**src/rtl/wb_sram_arbiter.sv**
```systemverilog
// Two-master Wishbone arbiter in front of the single SRAM SPI controller.
// Master 0 is the host SPI bridge and master 1 is the Levenshtein engine.
// Arbitration is round-robin on ties, with one cycle of latency.
// A granted master keeps its grant while its cyc stays high.
// Optional stall watchdog: define WB_SRAM_ARB_TIMEOUT_EN.
// Ports:
//   clk_i, rst_ni        clock, async active-low reset
//   mN_cyc/stb/adr/we/dat_i  master N request (N = 0, 1)
//   mN_ack/err/rty/dat_o     master N termination and read data
//   s_cyc/stb/adr/we/dat_o   request to the SRAM controller
//   s_ack/err/rty/dat_i      SRAM controller termination and data
//   gnt_o                registered one-hot grant {m1,m0}
module wb_sram_arbiter #(
    parameter int ADDR_WIDTH     = 23,
    parameter int TIMEOUT_CYCLES = 255
) (
    input  logic                  clk_i,
    input  logic                  rst_ni,
    input  logic                  m0_cyc_i,
    input  logic                  m0_stb_i,
    input  logic [ADDR_WIDTH-1:0] m0_adr_i,
    input  logic                  m0_we_i,
    input  logic [7:0]            m0_dat_i,
    output logic                  m0_ack_o,
    output logic                  m0_err_o,
    output logic                  m0_rty_o,
    output logic [7:0]            m0_dat_o,
    input  logic                  m1_cyc_i,
    input  logic                  m1_stb_i,
    input  logic [ADDR_WIDTH-1:0] m1_adr_i,
    input  logic                  m1_we_i,
    input  logic [7:0]            m1_dat_i,
    output logic                  m1_ack_o,
    output logic                  m1_err_o,
    output logic                  m1_rty_o,
    output logic [7:0]            m1_dat_o,
    output logic                  s_cyc_o,
    output logic                  s_stb_o,
    output logic [ADDR_WIDTH-1:0] s_adr_o,
    output logic                  s_we_o,
    output logic [7:0]            s_dat_o,
    input  logic                  s_ack_i,
    input  logic                  s_err_i,
    input  logic                  s_rty_i,
    input  logic [7:0]            s_dat_i,
    output logic [1:0]            gnt_o
);

`ifdef WB_SRAM_ARB_TIMEOUT_EN
    typedef enum logic [1:0] {IDLE, GNT0, GNT1, ABORT} state_t;
`else
    typedef enum logic [1:0] {IDLE, GNT0, GNT1} state_t;
`endif

    localparam logic [7:0] TO_LIM = 8'(TIMEOUT_CYCLES - 1);

    state_t     state_q;
    logic [1:0] gnt_q;
    logic       last_gnt_q;
    logic       g0;
    logic       g1;
    logic       cur;
    logic       own_cyc;

    assign g0 = (state_q == GNT0);
    assign g1 = (state_q == GNT1);

`ifdef WB_SRAM_ARB_TIMEOUT_EN
    logic [7:0] wd_q;
    logic       err_q;
    logic       own_stb;
    logic       term;
    logic       stall;

    // In ABORT the aborted owner is already recorded in last_gnt_q.
    assign cur     = g1 | ((state_q == ABORT) & last_gnt_q);
    assign own_stb = cur ? m1_stb_i : m0_stb_i;
    assign term    = s_ack_i | s_err_i | s_rty_i;
    assign stall   = own_stb & ~term;
`else
    assign cur = g1;
`endif

    assign own_cyc = cur ? m1_cyc_i : m0_cyc_i;

    always_ff @(posedge clk_i or negedge rst_ni) begin
        if (!rst_ni) begin
            state_q    <= IDLE;
            gnt_q      <= 2'b00;
            last_gnt_q <= 1'b1;
`ifdef WB_SRAM_ARB_TIMEOUT_EN
            wd_q       <= 8'd0;
            err_q      <= 1'b0;
`endif
        end else begin
`ifdef WB_SRAM_ARB_TIMEOUT_EN
            err_q <= 1'b0;
`endif
            unique case (state_q)
                IDLE: begin
                    // last_gnt_q = 1 means m0 wins a tie.
                    if (m0_cyc_i && (!m1_cyc_i || last_gnt_q)) begin
                        state_q <= GNT0;
                        gnt_q   <= 2'b01;
                    end else if (m1_cyc_i) begin
                        state_q <= GNT1;
                        gnt_q   <= 2'b10;
                    end
                end
                GNT0, GNT1: begin
                    if (!own_cyc) begin
                        state_q    <= IDLE;
                        gnt_q      <= 2'b00;
                        last_gnt_q <= cur;
`ifdef WB_SRAM_ARB_TIMEOUT_EN
                        wd_q       <= 8'd0;
                    end else if (stall) begin
                        if (wd_q == TO_LIM) begin
                            state_q    <= ABORT;
                            gnt_q      <= 2'b00;
                            last_gnt_q <= cur;
                            err_q      <= 1'b1;
                            wd_q       <= 8'd0;
                        end else begin
                            wd_q <= wd_q + 8'd1;
                        end
                    end else begin
                        wd_q <= 8'd0;
`endif
                    end
                end
`ifdef WB_SRAM_ARB_TIMEOUT_EN
                ABORT: begin
                    if (!own_cyc) begin
                        state_q <= IDLE;
                    end
                end
`endif
                default: begin
                    state_q <= IDLE;
                    gnt_q   <= 2'b00;
                end
            endcase
        end
    end

    assign gnt_o   = gnt_q;
    assign s_cyc_o = (g0 & m0_cyc_i) | (g1 & m1_cyc_i);
    assign s_stb_o = (g0 & m0_stb_i) | (g1 & m1_stb_i);
    assign s_we_o  = (g0 & m0_we_i) | (g1 & m1_we_i);
    assign s_adr_o = g0 ? m0_adr_i : (g1 ? m1_adr_i : '0);
    assign s_dat_o = g0 ? m0_dat_i : (g1 ? m1_dat_i : 8'h00);

    assign m0_ack_o = g0 & s_ack_i;
    assign m1_ack_o = g1 & s_ack_i;
    assign m0_rty_o = g0 & s_rty_i;
    assign m1_rty_o = g1 & s_rty_i;
    assign m0_dat_o = s_dat_i;
    assign m1_dat_o = s_dat_i;

`ifdef WB_SRAM_ARB_TIMEOUT_EN
    assign m0_err_o = (g0 & s_err_i) | (err_q & ~last_gnt_q);
    assign m1_err_o = (g1 & s_err_i) | (err_q & last_gnt_q);
`else
    logic unused_cfg;
    assign unused_cfg = ^TO_LIM;
    assign m0_err_o   = g0 & s_err_i;
    assign m1_err_o   = g1 & s_err_i;
`endif

endmodule

```
**config.mk**
```make
export PLATFORM = sky130hd
export DESIGN_NAME = wb_sram_arbiter
export DESIGN_NICKNAME = d
export VERILOG_FILES = /design/src/rtl/wb_sram_arbiter.sv
export SDC_FILE = /design/constraint.sdc
export NUM_CORES = 1
export LEC_CHECK = 0
export CAP_MARGIN = 20
export CORE_MARGIN = 8
export CORE_UTILIZATION = 20
export CTS_CLUSTER_DIAMETER = 100
export DETAILED_ROUTE_END_ITERATION = 7
export GPL_ROUTABILITY_DRIVEN = 1
export HOLD_SLACK_MARGIN = 0.06
export PLACE_DENSITY_LB_ADDON = 0.08
export SYNTH_ARGS = -nofsm -noshare
export SYNTH_HDL_FRONTEND = slang
export SYNTH_SLANG_ARGS = --single-unit
```
**constraint.sdc**
```tcl
create_clock -name clk_i -period 1.8 [get_ports clk_i]
set_input_delay 0.36 -clock clk_i [delete_from_list [all_inputs] [get_ports clk_i]]
set_output_delay 0.36 -clock clk_i [all_outputs]
set_load 0.02 [all_outputs]
```
==> results of run 1 <==
-- stage by stage --
stage | utilization (%) | TNS [ps] | instance area, sq um | total power [uW] | setup WS [ps]
after floorplan | - | 0 | 764.5 | 1316 | 0.2903
after global placement | 51.50 | -10150 | 1886 | 2282 | -322.6
after detailed placement | 51.50 | -11570 | 1886 | 2305 | -355.4
after CTS | 55.81 | -3664 | 2043 | 2758 | -131.8
after global routing | 57.21 | -5320 | 2095 | 2996 | -198.3
final | 57.21 | -3078 | 2095 | 2833 | -123.9
-- worst max-delay path, cell delays in order, from the launching register on --
cell and delay [ps]:
dfrtp_1 430, ha_4 190, nor2b_4 130, buf_6 120
clkbuf_16 150, a22o_1 210, buf_6 130
-- how the worst min path moves through the flow --
stage	endpoint	slack, ps	cells after the start
global placement	last_gnt_q	540	2
detailed placement	last_gnt_q	540	2
floorplan	gnt_o[0]	60	0
global route	gnt_o[1]	330	1
finish	gnt_o[1]	330	1
CTS	gnt_o[1]	340	1
-- metal layers --
metal  share of wire [%]  wire length, um  track usage (%)
met3                 8.4              418            5.645
met1                  33             1632            13.25
met4                0.38               19            1.509
met2                  58             2914            30.16
met5                   0                0                0
-- final cells by class --
| cell class | count | area [sq um] |
|---|---|---|
| sequential | 3 | 77.57 |
| timing repair buffer | 129 | 1340 |
| clock buffer | 4 | 45.04 |
| inverter | 3 | 11.26 |
| tap | 48 | 60.06 |
| multi-input combinational | 63 | 560.5 |
| fill | 348 | 1567 |
-- synthesized netlist by cell type --
master and count:
inv_1 3, buf_4 19, and2_4 1, nand2_1 3, nor2b_2 1, o22ai_1 1, nand2b_1 1, a21oi_1 3
ha_1 5, and2b_4 1, a22o_2 1, o211ai_2 1, a22o_1 32, buf_2 2, dfstp_2 1, nand3_1 3
clkbuf_1 2, o21ai_1 1, nor2_1 1, and2_1 6, mux2_4 1, o211ai_1 1, dfrtp_1 2
-- state kept, by name (all words and copies together) (netlist names) --
register / count
gnt_o: 2
last_gnt_q: 1
-- logic make-up (layout without fill, tap and decap cells) --
group,after synthesis,after routing
AO/OA/AOI/OAI,40,40
AND/OR/NAND/NOR,17,17
flip-flops,3,3
adder cells (fa/ha/maj),5,5
multiplexers,1,1
buffers and inverters,26,136
-- power by group --
group / switching (uW) / internal (uW) / leakage [uW] / total, uW
sequential: 36.7 / 105 / 0.0000346 / 141
combinational: 1170 / 1330 / 0.000857 / 2500
clock: 41.7 / 151 / 0.0000228 / 193
-- timing repair --
item                       CTS  global route
setup endpoints to repair   40            37
buffers inserted             2             2
pin swaps                    0             9
gates resized for setup    225            11
cloned                       1             3
==> metrics.md, run 1 <==
| Metric | Value |
|---|---|
| Rows | `22` |
| Die X | `77.78 um` |
| Overflow after GRT | `0` |
| Routed WL | `4985 um` |
| Syn avg cell area | `8.296 sq um` |
| P&R area growth vs syn | `174.4%` |
| Failing checks | `negative setup slack` |
| FMAX | `519.8 MHz` |
| Critical path startpoint | `gnt_o[1]` |
| Global-route wire length before repair | `7238 um` |
| Worst reg-to-reg path cell count | `6` |
| Die area | `6049 sq um` |
| Tightest Hold Check Type | `input pin to asynchronous set/reset pin` |
| PwrDens | `1353 nW/um^2` |
| Max_cap viols | `0` |
| Clk Latency, worst-skew pair | `210 ps` |
| Core area | `3661 sq um` |
| Post-Syn Instances | `92` |
| Post-synthesis adder-cell area fraction | `8.197%` |
| Number of synthesized register bits | `3` |
| Most frequent cells in the layout | `clkdlybuf4s50_1, buf_6, a22o_1, buf_4` |
| Crit path max fanout | `7` |
| Final #Nets | `289` |
| Largest family of logic cells by synthesized area | `compound AO/OA/AOI/OAI gates` |
| Post-Layout Cell Count | `250` |
| Via count | `1141` |
| Minimum clock period | `1924 ps` |
| R2r startpoint | `gnt_o[0]` |
| Cell Area, Synth | `763.2 sq um` |
| Initial antenna violation count | `0` |
| Crit path launch type | `flip-flop` |
| CTS Buf Count | `3` |
| Initial core utilization | `20.85%` |
| Layout cells sized above 1 | `35.64%` |
| Post-Syn Nets | `178` |
| Largest area contributor in the netlist | `a22o_1` |
| Final hold viol count | `0` |
| Post-Synth Simple-Gate Area | `13.28%` |
| Synth warn | `0` |
| Yosys top cell area share | `36.72%` |
| Sequential cell area fraction in the yosys report | `10.00%` |
| # setup viols final | `31` |
| Largest net degree at the start of global routing | `33` |
| Top cells by area, synth | `a22o_1, buf_4, ha_1` |
| Setup WS post-layout | `-123.9 ps` |
| Leak | `0.0009140 uW` |
| Final Wtd Congestion | `0.7377` |
| CTS H-tree lvls | `1` |
| Arrival time at the worst endpoint | `1560 ps` |
| Period utilisation layout | `106.9%` |
| CP required | `1440 ps` |
| Worst slew pin tran | `225.8 ps` |
| Worst-path clk slew | `30 ps` |
| Worst Hold Slack | `334.4 ps` |
| Chip Height | `77.78 um` |
| Inserted Diodes | `0` |
| Clock buffer depth | `2` |
| Yosys cell types | `23` |
| Status | `finished, violations left` |
| DR pass1 iterations | `4` |
| R2R setup slack | `230 ps` |
| Initial DRC count | `27` |
| DPL Wire Length | `3961 um` |
| Mux share of post-synthesis cell area | `1.967%` |
| Port bufs | `114` |
| IO Pins | `139` |
| Hold bufs inserted after CTS | `0` |
| Critical Path End Type | `output port` |
| Clk sinks | `3` |
| GRT Overall Usage | `14.63%` |
| Root buffer cell | `clkbuf_8` |
| Dpl cells | `240` |
| Clock Skew | `1.445 ps` |
| XOR/XNOR Fraction of Synth Area | `0%` |
| Slew Limit Fails | `0` |
| Max transition margin | `84.90%` |
| DRC | `0` |
| R2r endpoint | `gnt_o[1]` |
| Critical Path End | `s_adr_o[4]` |
| VDD IR-drop max | `0.0006756 V` |
| Critical path type | `flip-flop to output port` |
| RSZ-0062 raised after global routing | `yes` |
| DR WL/cell | `19.94 um` |
| CTS tree | `yes` |
| Number of global-route vias before repair | `1236` |
| Post-DRT Antenna Nets | `0` |
| Via/cell ratio | `4.564` |
| Commonest non-fill, non-tap cell in the layout | `clkdlybuf4s50_1` |
| Compound-Gate Fraction of Synth Area | `44.10%` |
Power figures use the tool's default switching activity.
==> run 2: changes to the inputs <==
--- a/config.mk
+++ b/config.mk
@@ -13,6 +13,7 @@
 export GPL_ROUTABILITY_DRIVEN = 1
 export HOLD_SLACK_MARGIN = 0.06
 export PLACE_DENSITY_LB_ADDON = 0.08
+export SLEW_MARGIN = 20
 export SYNTH_ARGS = -nofsm -noshare
 export SYNTH_HDL_FRONTEND = slang
 export SYNTH_SLANG_ARGS = --single-unit
==> results of run 2 <==
No change in the layout: final DEF, timing and power equal those of run 1.
